### src/rtl/writeback_arbiter_pkg.sv
// Shared writeback pipeline definitions: unit codes, result entry layout and
// the per-unit buffer depth used by the writeback arbiter and its FIFOs.
package writeback_arbiter_pkg;

  localparam int WB_FIFO_DEPTH = 2;
  localparam int WB_REG_W      = 5;
  localparam int WB_DATA_W     = 32;

  typedef enum logic [1:0] {
    UNIT_AM   = 2'b00,
    UNIT_MEM  = 2'b01,
    UNIT_MUL  = 2'b10,
    UNIT_IDLE = 2'b11
  } wb_unit_t;

  typedef struct packed {
    logic [WB_REG_W-1:0]  regdest;
    logic [WB_DATA_W-1:0] data;
  } wb_entry_t;

  // Round-robin successor over the three real units.
  function automatic wb_unit_t wb_next_unit(input wb_unit_t u);
    case (u)
      UNIT_AM:  return UNIT_MEM;
      UNIT_MEM: return UNIT_MUL;
      default:  return UNIT_AM;
    endcase
  endfunction

endpackage

### src/rtl/writeback_arbiter_result_fifo.sv
// Two-entry result buffer for one execution unit; ready depends only on the
// registered count so a full buffer never accepts, even alongside a pop.
module wb_result_fifo
  import writeback_arbiter_pkg::*;
(
  input  logic       clock,
  input  logic       reset,
  input  logic       push,
  input  wb_entry_t  push_entry,
  input  logic       pop,
  output wb_entry_t  head,
  output logic [1:0] count,
  output logic       ready
);

  wb_entry_t entries [WB_FIFO_DEPTH];
  logic      rd_ptr;
  logic      wr_ptr;
  logic      do_push;
  logic      do_pop;

  assign ready   = (count != 2'(WB_FIFO_DEPTH));
  assign do_push = push && ready;
  assign do_pop  = pop && (count != 2'd0);
  assign head    = entries[rd_ptr];

  always_ff @(posedge clock or negedge reset) begin
    if (!reset) begin
      count  <= 2'd0;
      rd_ptr <= 1'b0;
      wr_ptr <= 1'b0;
    end else begin
      if (do_push) wr_ptr <= ~wr_ptr;
      if (do_pop)  rd_ptr <= ~rd_ptr;
      case ({do_push, do_pop})
        2'b10:   count <= count + 2'd1;
        2'b01:   count <= count - 2'd1;
        default: count <= count;
      endcase
    end
  end

  // Payload storage needs no reset: the count gates every read of it.
  always_ff @(posedge clock) begin
    if (do_push) entries[wr_ptr] <= push_entry;
  end

endmodule

### src/rtl/writeback_arbiter.sv
// Writeback arbiter: buffers results from AluMisc, Mem and Mult units and
// retires one per cycle, round-robin, to the register file and scoreboard.
//
// last_grant | meaning
// UNIT_AM    | AluMisc retired last, Mem searched first
// UNIT_MEM   | Mem retired last, Mult searched first
// UNIT_MUL   | Mult retired last (also reset), AluMisc searched first
module writeback_arbiter
  import writeback_arbiter_pkg::*;
(
  input  logic        clock,
  input  logic        reset,
  input  logic        am_wb_valid,
  input  logic [4:0]  am_wb_regdest,
  input  logic        am_wb_writereg,
  input  logic [31:0] am_wb_data,
  input  logic        mem_wb_valid,
  input  logic [4:0]  mem_wb_regdest,
  input  logic        mem_wb_writereg,
  input  logic [31:0] mem_wb_data,
  input  logic        mul_wb_valid,
  input  logic [4:0]  mul_wb_regdest,
  input  logic        mul_wb_writereg,
  input  logic [31:0] mul_wb_data,
  output logic        wb_am_ready,
  output logic        wb_mem_ready,
  output logic        wb_mul_ready,
  output logic        wb_reg_write,
  output logic [4:0]  wb_reg_addr,
  output logic [31:0] wb_reg_data,
  output logic        wb_sb_release,
  output logic [4:0]  wb_sb_addr,
  output logic [1:0]  wb_sb_unit,
  output logic        wb_busy
);

  wb_entry_t  fifo_head  [3];
  wb_entry_t  fifo_in    [3];
  logic [1:0] fifo_count [3];
  logic [2:0] fifo_ready;
  logic [2:0] fifo_push;
  logic [2:0] fifo_pop;

  wb_unit_t   last_grant;
  wb_unit_t   cand;
  wb_unit_t   grant_unit;
  logic       grant_valid;
  wb_entry_t  grant_entry;
  wb_unit_t   out_unit;

  // Results that do not write the register file are dropped at the door.
  assign fifo_push[0] = am_wb_valid  && am_wb_writereg;
  assign fifo_push[1] = mem_wb_valid && mem_wb_writereg;
  assign fifo_push[2] = mul_wb_valid && mul_wb_writereg;

  assign fifo_in[0] = '{regdest: am_wb_regdest,  data: am_wb_data};
  assign fifo_in[1] = '{regdest: mem_wb_regdest, data: mem_wb_data};
  assign fifo_in[2] = '{regdest: mul_wb_regdest, data: mul_wb_data};

  for (genvar u = 0; u < 3; u++) begin : g_fifo
    wb_result_fifo u_fifo (
      .clock      (clock),
      .reset      (reset),
      .push       (fifo_push[u]),
      .push_entry (fifo_in[u]),
      .pop        (fifo_pop[u]),
      .head       (fifo_head[u]),
      .count      (fifo_count[u]),
      .ready      (fifo_ready[u])
    );
  end

  assign wb_am_ready  = fifo_ready[0];
  assign wb_mem_ready = fifo_ready[1];
  assign wb_mul_ready = fifo_ready[2];
  assign wb_busy      = (fifo_count[0] != 2'd0) || (fifo_count[1] != 2'd0) ||
                        (fifo_count[2] != 2'd0);
  assign wb_sb_unit   = out_unit;

  always_comb begin
    grant_valid = 1'b0;
    grant_unit  = UNIT_IDLE;
    cand        = last_grant;
    for (int i = 0; i < 3; i++) begin
      cand = wb_next_unit(cand);
      if (!grant_valid) begin
        case (cand)
          UNIT_AM:  if (fifo_count[0] != 2'd0) begin grant_valid = 1'b1; grant_unit = cand; end
          UNIT_MEM: if (fifo_count[1] != 2'd0) begin grant_valid = 1'b1; grant_unit = cand; end
          UNIT_MUL: if (fifo_count[2] != 2'd0) begin grant_valid = 1'b1; grant_unit = cand; end
          default: ;
        endcase
      end
    end
  end

  always_comb begin
    fifo_pop    = 3'b000;
    grant_entry = '0;
    case (grant_unit)
      UNIT_AM:  begin fifo_pop = 3'b001; grant_entry = fifo_head[0]; end
      UNIT_MEM: begin fifo_pop = 3'b010; grant_entry = fifo_head[1]; end
      UNIT_MUL: begin fifo_pop = 3'b100; grant_entry = fifo_head[2]; end
      default: ;
    endcase
  end

  always_ff @(posedge clock or negedge reset) begin
    if (!reset) begin
      last_grant    <= UNIT_MUL;
      wb_reg_write  <= 1'b0;
      wb_sb_release <= 1'b0;
      wb_reg_addr   <= 5'd0;
      wb_reg_data   <= 32'd0;
      wb_sb_addr    <= 5'd0;
      out_unit      <= UNIT_IDLE;
    end else begin
      wb_sb_release <= grant_valid;
      // r0 is hardwired: release the scoreboard row but skip the ARF write.
      wb_reg_write  <= grant_valid && (grant_entry.regdest != 5'd0);
      if (grant_valid) begin
        last_grant  <= grant_unit;
        wb_reg_addr <= grant_entry.regdest;
        wb_reg_data <= grant_entry.data;
        wb_sb_addr  <= grant_entry.regdest;
        out_unit    <= grant_unit;
      end
    end
  end

endmodule

### config.mk
export PLATFORM = sky130hd
export DESIGN_NAME = writeback_arbiter
export DESIGN_NICKNAME = d
export VERILOG_FILES = /design/src/rtl/writeback_arbiter_pkg.sv /design/src/rtl/writeback_arbiter_result_fifo.sv /design/src/rtl/writeback_arbiter.sv
export SDC_FILE = /design/constraint.sdc
export NUM_CORES = 1
export LEC_CHECK = 0
export CAP_MARGIN = 0
export CORE_MARGIN = 2
export CORE_UTILIZATION = 58
export CTS_CLUSTER_DIAMETER = 200
export DETAILED_ROUTE_END_ITERATION = 12
export GPL_ROUTABILITY_DRIVEN = 0
export GPL_TIMING_DRIVEN = 0
export PLACE_DENSITY_LB_ADDON = 0.25
export SYNTH_ARGS = -nofsm -noshare
export SYNTH_HDL_FRONTEND = slang
export SYNTH_HIERARCHICAL = 1
export SYNTH_SLANG_ARGS = --single-unit
### constraint.sdc
create_clock -name clock -period 5.05 [get_ports clock]
set_input_delay 0.7575 -clock clock [delete_from_list [all_inputs] [get_ports clock]]
set_output_delay 0.7575 -clock clock [all_outputs]
set_load 0.02 [all_outputs]
==> insert_results.sql <==
INSERT INTO impl_metrics (metric_group, metric, value, unit) VALUES
('sta', 'fin_worst_skew', '10.99', 'ps'),
('cells_and_area', 'fillers', '1122', ''),
('global_route', 'groute.layer.met1.usage', '0.3133', ''),
('sta', 'setup_repair_after_global_routing_missed_its_margin', 'false', ''),
('cts', 'cts_tree', 'built', ''),
('power', 'power_per_cell_area', '601.1', 'nW/um^2'),
('route', 'dr_drc_count', '0', ''),
('yosys', 'yosysSeqAreaShare', '0.7236', ''),
('sta', 'timing.final.ws_setup', '1003', 'ps'),
('route', 'postRouteAntennaNets', '0', ''),
('route', 'detail_route.vias_per_cell', '5.772', ''),
('floorplan', 'ios', '169', ''),
('yosys', 'post_synth_instance_area', '11080', 'um^2'),
('sta', 'setup_viol_count_final', '0', ''),
('sta', 'timing.setup.tns', '0', 'ps'),
('floorplan', 'die_height', '142.2', 'um'),
('critical_path', 'worst_path_max_delay_cell', 'clkdlybuf4s50_1', ''),
('power', 'peakVddDrop', '311.2', 'uV'),
('cts', 'cts_num_sinks', '276', ''),
('sta', 'slew_viol_final', '0', ''),
('critical_path', 'criticalPathCategory', 'flop to primary output', ''),
('cells_and_area', 'multi_input_comb_area', '2848', 'um^2'),
('route', 'routed_len_inst', '22.24', 'um'),
('cells_and_area', 'most-common-layout-cells', 'edfxtp_1 (222), clkdlybuf4s50_1 (167), mux2_4 (60)', ''),
('run_status', 'run_status', 'finished clean', ''),
('sta', 'fin_crit', '4047', 'ps'),
('sta', 'achievable-frequency', '247.1', 'MHz'),
('sta', 'hold_viol_final', '0', ''),
('global_route', 'grt_remaining_overflow', '0', ''),
('floorplan', 'die_w', '142.2', 'um'),
('floorplan', 'placeableCoreArea', '18710', 'um^2'),
('yosys', 'ys.warnings.count', '6', ''),
('cells_and_area', 'num-nets-final', '931', ''),
('cts', 'cts.root.buffer_cell', 'clkbuf_16', ''),
('yosys', 'synthesis.area_per_instance', '18.35', 'um^2'),
('critical_path', 'timing.critical_path.mode_cell', 'clkbuf_1', ''),
('critical_path', 'worst_ep_required_time', '4290', 'ps'),
('yosys', 'netlist-cell-type-count', '44', ''),
('critical_path', 'start_kind', 'flop', ''),
('cells_and_area', 'area.sequential', '8020', 'um^2'),
('global_route', 'groute.usage.overall', '0.2384', ''),
('cells_and_area', 'layout_commonest_cell', 'edfxtp_1', ''),
('yosys', 'syn-instance-count', '604', ''),
('cells_and_area', 'postLayoutCoreUtil', '0.7553', ''),
('global_route', 'wire_length_of_the_first_global_routing_pass', '36250', 'um'),
('cts', 'cts_hold_buf', '0', ''),
('global_route', 'grt_antenna_before_repair', '1', ''),
('route', 'drt_wl_total', '23750', 'um'),
('cts', 'cts-buffers-inserted', '28', ''),
('worst_hold_path', 'min_path_type', 'primary input to asynchronous set/reset pin', ''),
('power', 'p_leak', '5.185', 'nW'),
('job', 'cap_violations', '0', ''),
('sta', 'min_period_over_period', '0.8014', ''),
('cts', 'cts.path.max_buffers', '3', ''),
('cts', 'ctsResizeCount', '0', ''),
('global_route', 'met3_usage', '0.03634', ''),
('sta', 'holdWs', '208.6', 'ps'),
('global_route', 'grt_busiest_layer', 'met2', ''),
('critical_path', 'critical-path-max-stage-delay', '550', 'ps'),
('critical_path', 'critical_path_arrival', '3290', 'ps'),
('cts', 'clkLatencyLatePin', '540', 'ps'),
('global_route', 'grt_max_degree', '36', ''),
('sta', 'timing.max_slew.rel_slack', '0.3752', ''),
('critical_path', 'critPathTopFamily', 'buffers and inverters', ''),
('cells_and_area', 'area_delta_synth_final', '27.46', '%'),
('yosys', 'total_of_flip_flops_plus_latches_after_synthesis', '276', ''),
('place', 'place_hpwl', '15920', 'um'),
('yosys', 'async_set_or_reset_flop_fraction_in_the_synthesized_netlist', '0.1957', ''),
('critical_path', 'critical_path_peak_fanout', '10', ''),
('critical_path', 'nature_of_the_critical_path_endpoint', 'primary output', ''),
('route', 'via_count', '6164', '');
[through the flow]
stage | cells | cell area (um^2) | power [mW]
CTS | 1065 | 14120 | 8.553
global placement | 1006 | 13060 | 6.386
floorplan | 604 | 11080 | 5.359
global route | 1065 | 14120 | 8.863
detailed placement | 1013 | 13220 | 6.522
finish | 1068 | 14130 | 8.492
[cell families (layout without fill, tap and decap cells)]
group,Yosys count,in the layout,synth area share
other,0,3,0
AOI/OAI and AO/OA,94,94,0.05610
muxes,147,147,0.1657
and+or+nand+nor,33,33,0.01750
xor gates and xnor gates,15,15,0.01185
adders and majority gates,3,3,0.003387
DFF,276,276,0.7236
buffers and inverters,36,263,0.02190
[metal layers]
metal	share of wire	vias to the layer above
met5	0	-
met4	0.029	0
met3	0.055	49
met2	0.51	212
met1	0.41	3131
li1	-	2772
[where the power goes]
part	switching, mW	internal (mW)	leakage, nW
sequential	0.254	2.96	2.67
combinational	1.67	1.59	2.08
clock	0.820	1.20	0.439
total	2.74	5.75	5.19
[final timing paths]
path	startpoint	to	slack, ps	cells after the start
min in group clock	wb_sb_addr[3]	wb_sb_addr[3]	510	1
worst max-delay path	g_fifo[2].u_fifo/count[0]	wb_busy	1000	6
worst min-delay path	reset	wb_reg_data[21]	210	1
worst max register to register	g_fifo[1].u_fifo/count[0]	g_fifo[0].u_fifo/count[1]	1730	9
max in group asynchronous	reset	last_grant[1]	4180	2
worst min register to register	wb_sb_addr[3]	wb_sb_addr[3]	510	1
[worst register-to-register path, cell delays in order, from the launching register on]
cell	delay (ps)
dfrtp_1	510
or4_4	580
a21oi_1	760
clkbuf_1	510
nor2_1	110
o21a_1	160
ha_1	190
xnor2_1	160
nor2_1	70
xor2_1	140
[sequential cells by signal, summed over array words and instances, names as in the netlist]
signal and cells:
g_fifo.u_fifo/rd_ptr 3, wb_reg_write 1, g_fifo.u_fifo/entries 222, wb_sb_release 1
g_fifo.u_fifo/wr_ptr 3, wb_reg_data 32, wb_sb_addr 5, last_grant 2
wb_sb_unit 1, g_fifo.u_fifo/count 6
[Yosys cell counts, types with 2 or more instances]
master | instances | area share
buf_2 | 8 | 0.0036
dfstp_2 | 2 | 0.0047
and3_1 | 3 | 0.0017
a21o_1 | 6 | 0.0041
a22oi_1 | 32 | 0.022
mux2_4 | 60 | 0.081
inv_1 | 3 | 0.0010
buf_6 | 10 | 0.010
clkbuf_1 | 9 | 0.0030
xnor2_1 | 9 | 0.0071
edfxtp_1 | 222 | 0.60
xor2_1 | 6 | 0.0047
dfrtp_1 | 52 | 0.12
o21ai_1 | 7 | 0.0032
nand2b_1 | 3 | 0.0017
nor2_1 | 10 | 0.0034
a211oi_1 | 4 | 0.0027
mux2i_1 | 35 | 0.032
nand2_1 | 6 | 0.0020
o21a_1 | 3 | 0.0020
a21oi_1 | 4 | 0.0018
buf_4 | 6 | 0.0041
o21ai_0 | 28 | 0.013
ha_1 | 3 | 0.0034
mux2_2 | 52 | 0.053
and2_1 | 3 | 0.0017
[cell type report]
cell class / instances / area share
multi-input combinational: 292 / 0.2016
tap: 234 / 0.02072
clock inverter: 16 / 0.01054
sequential: 276 / 0.5677
clock buffer: 36 / 0.05322
buffer: 33 / 0.01638
timing repair buffer: 175 / 0.1286
inverter: 3 / 0.0007970
antenna: 3 / 0.0005313
No activity file was read; power rests on OpenSTA's default activity.
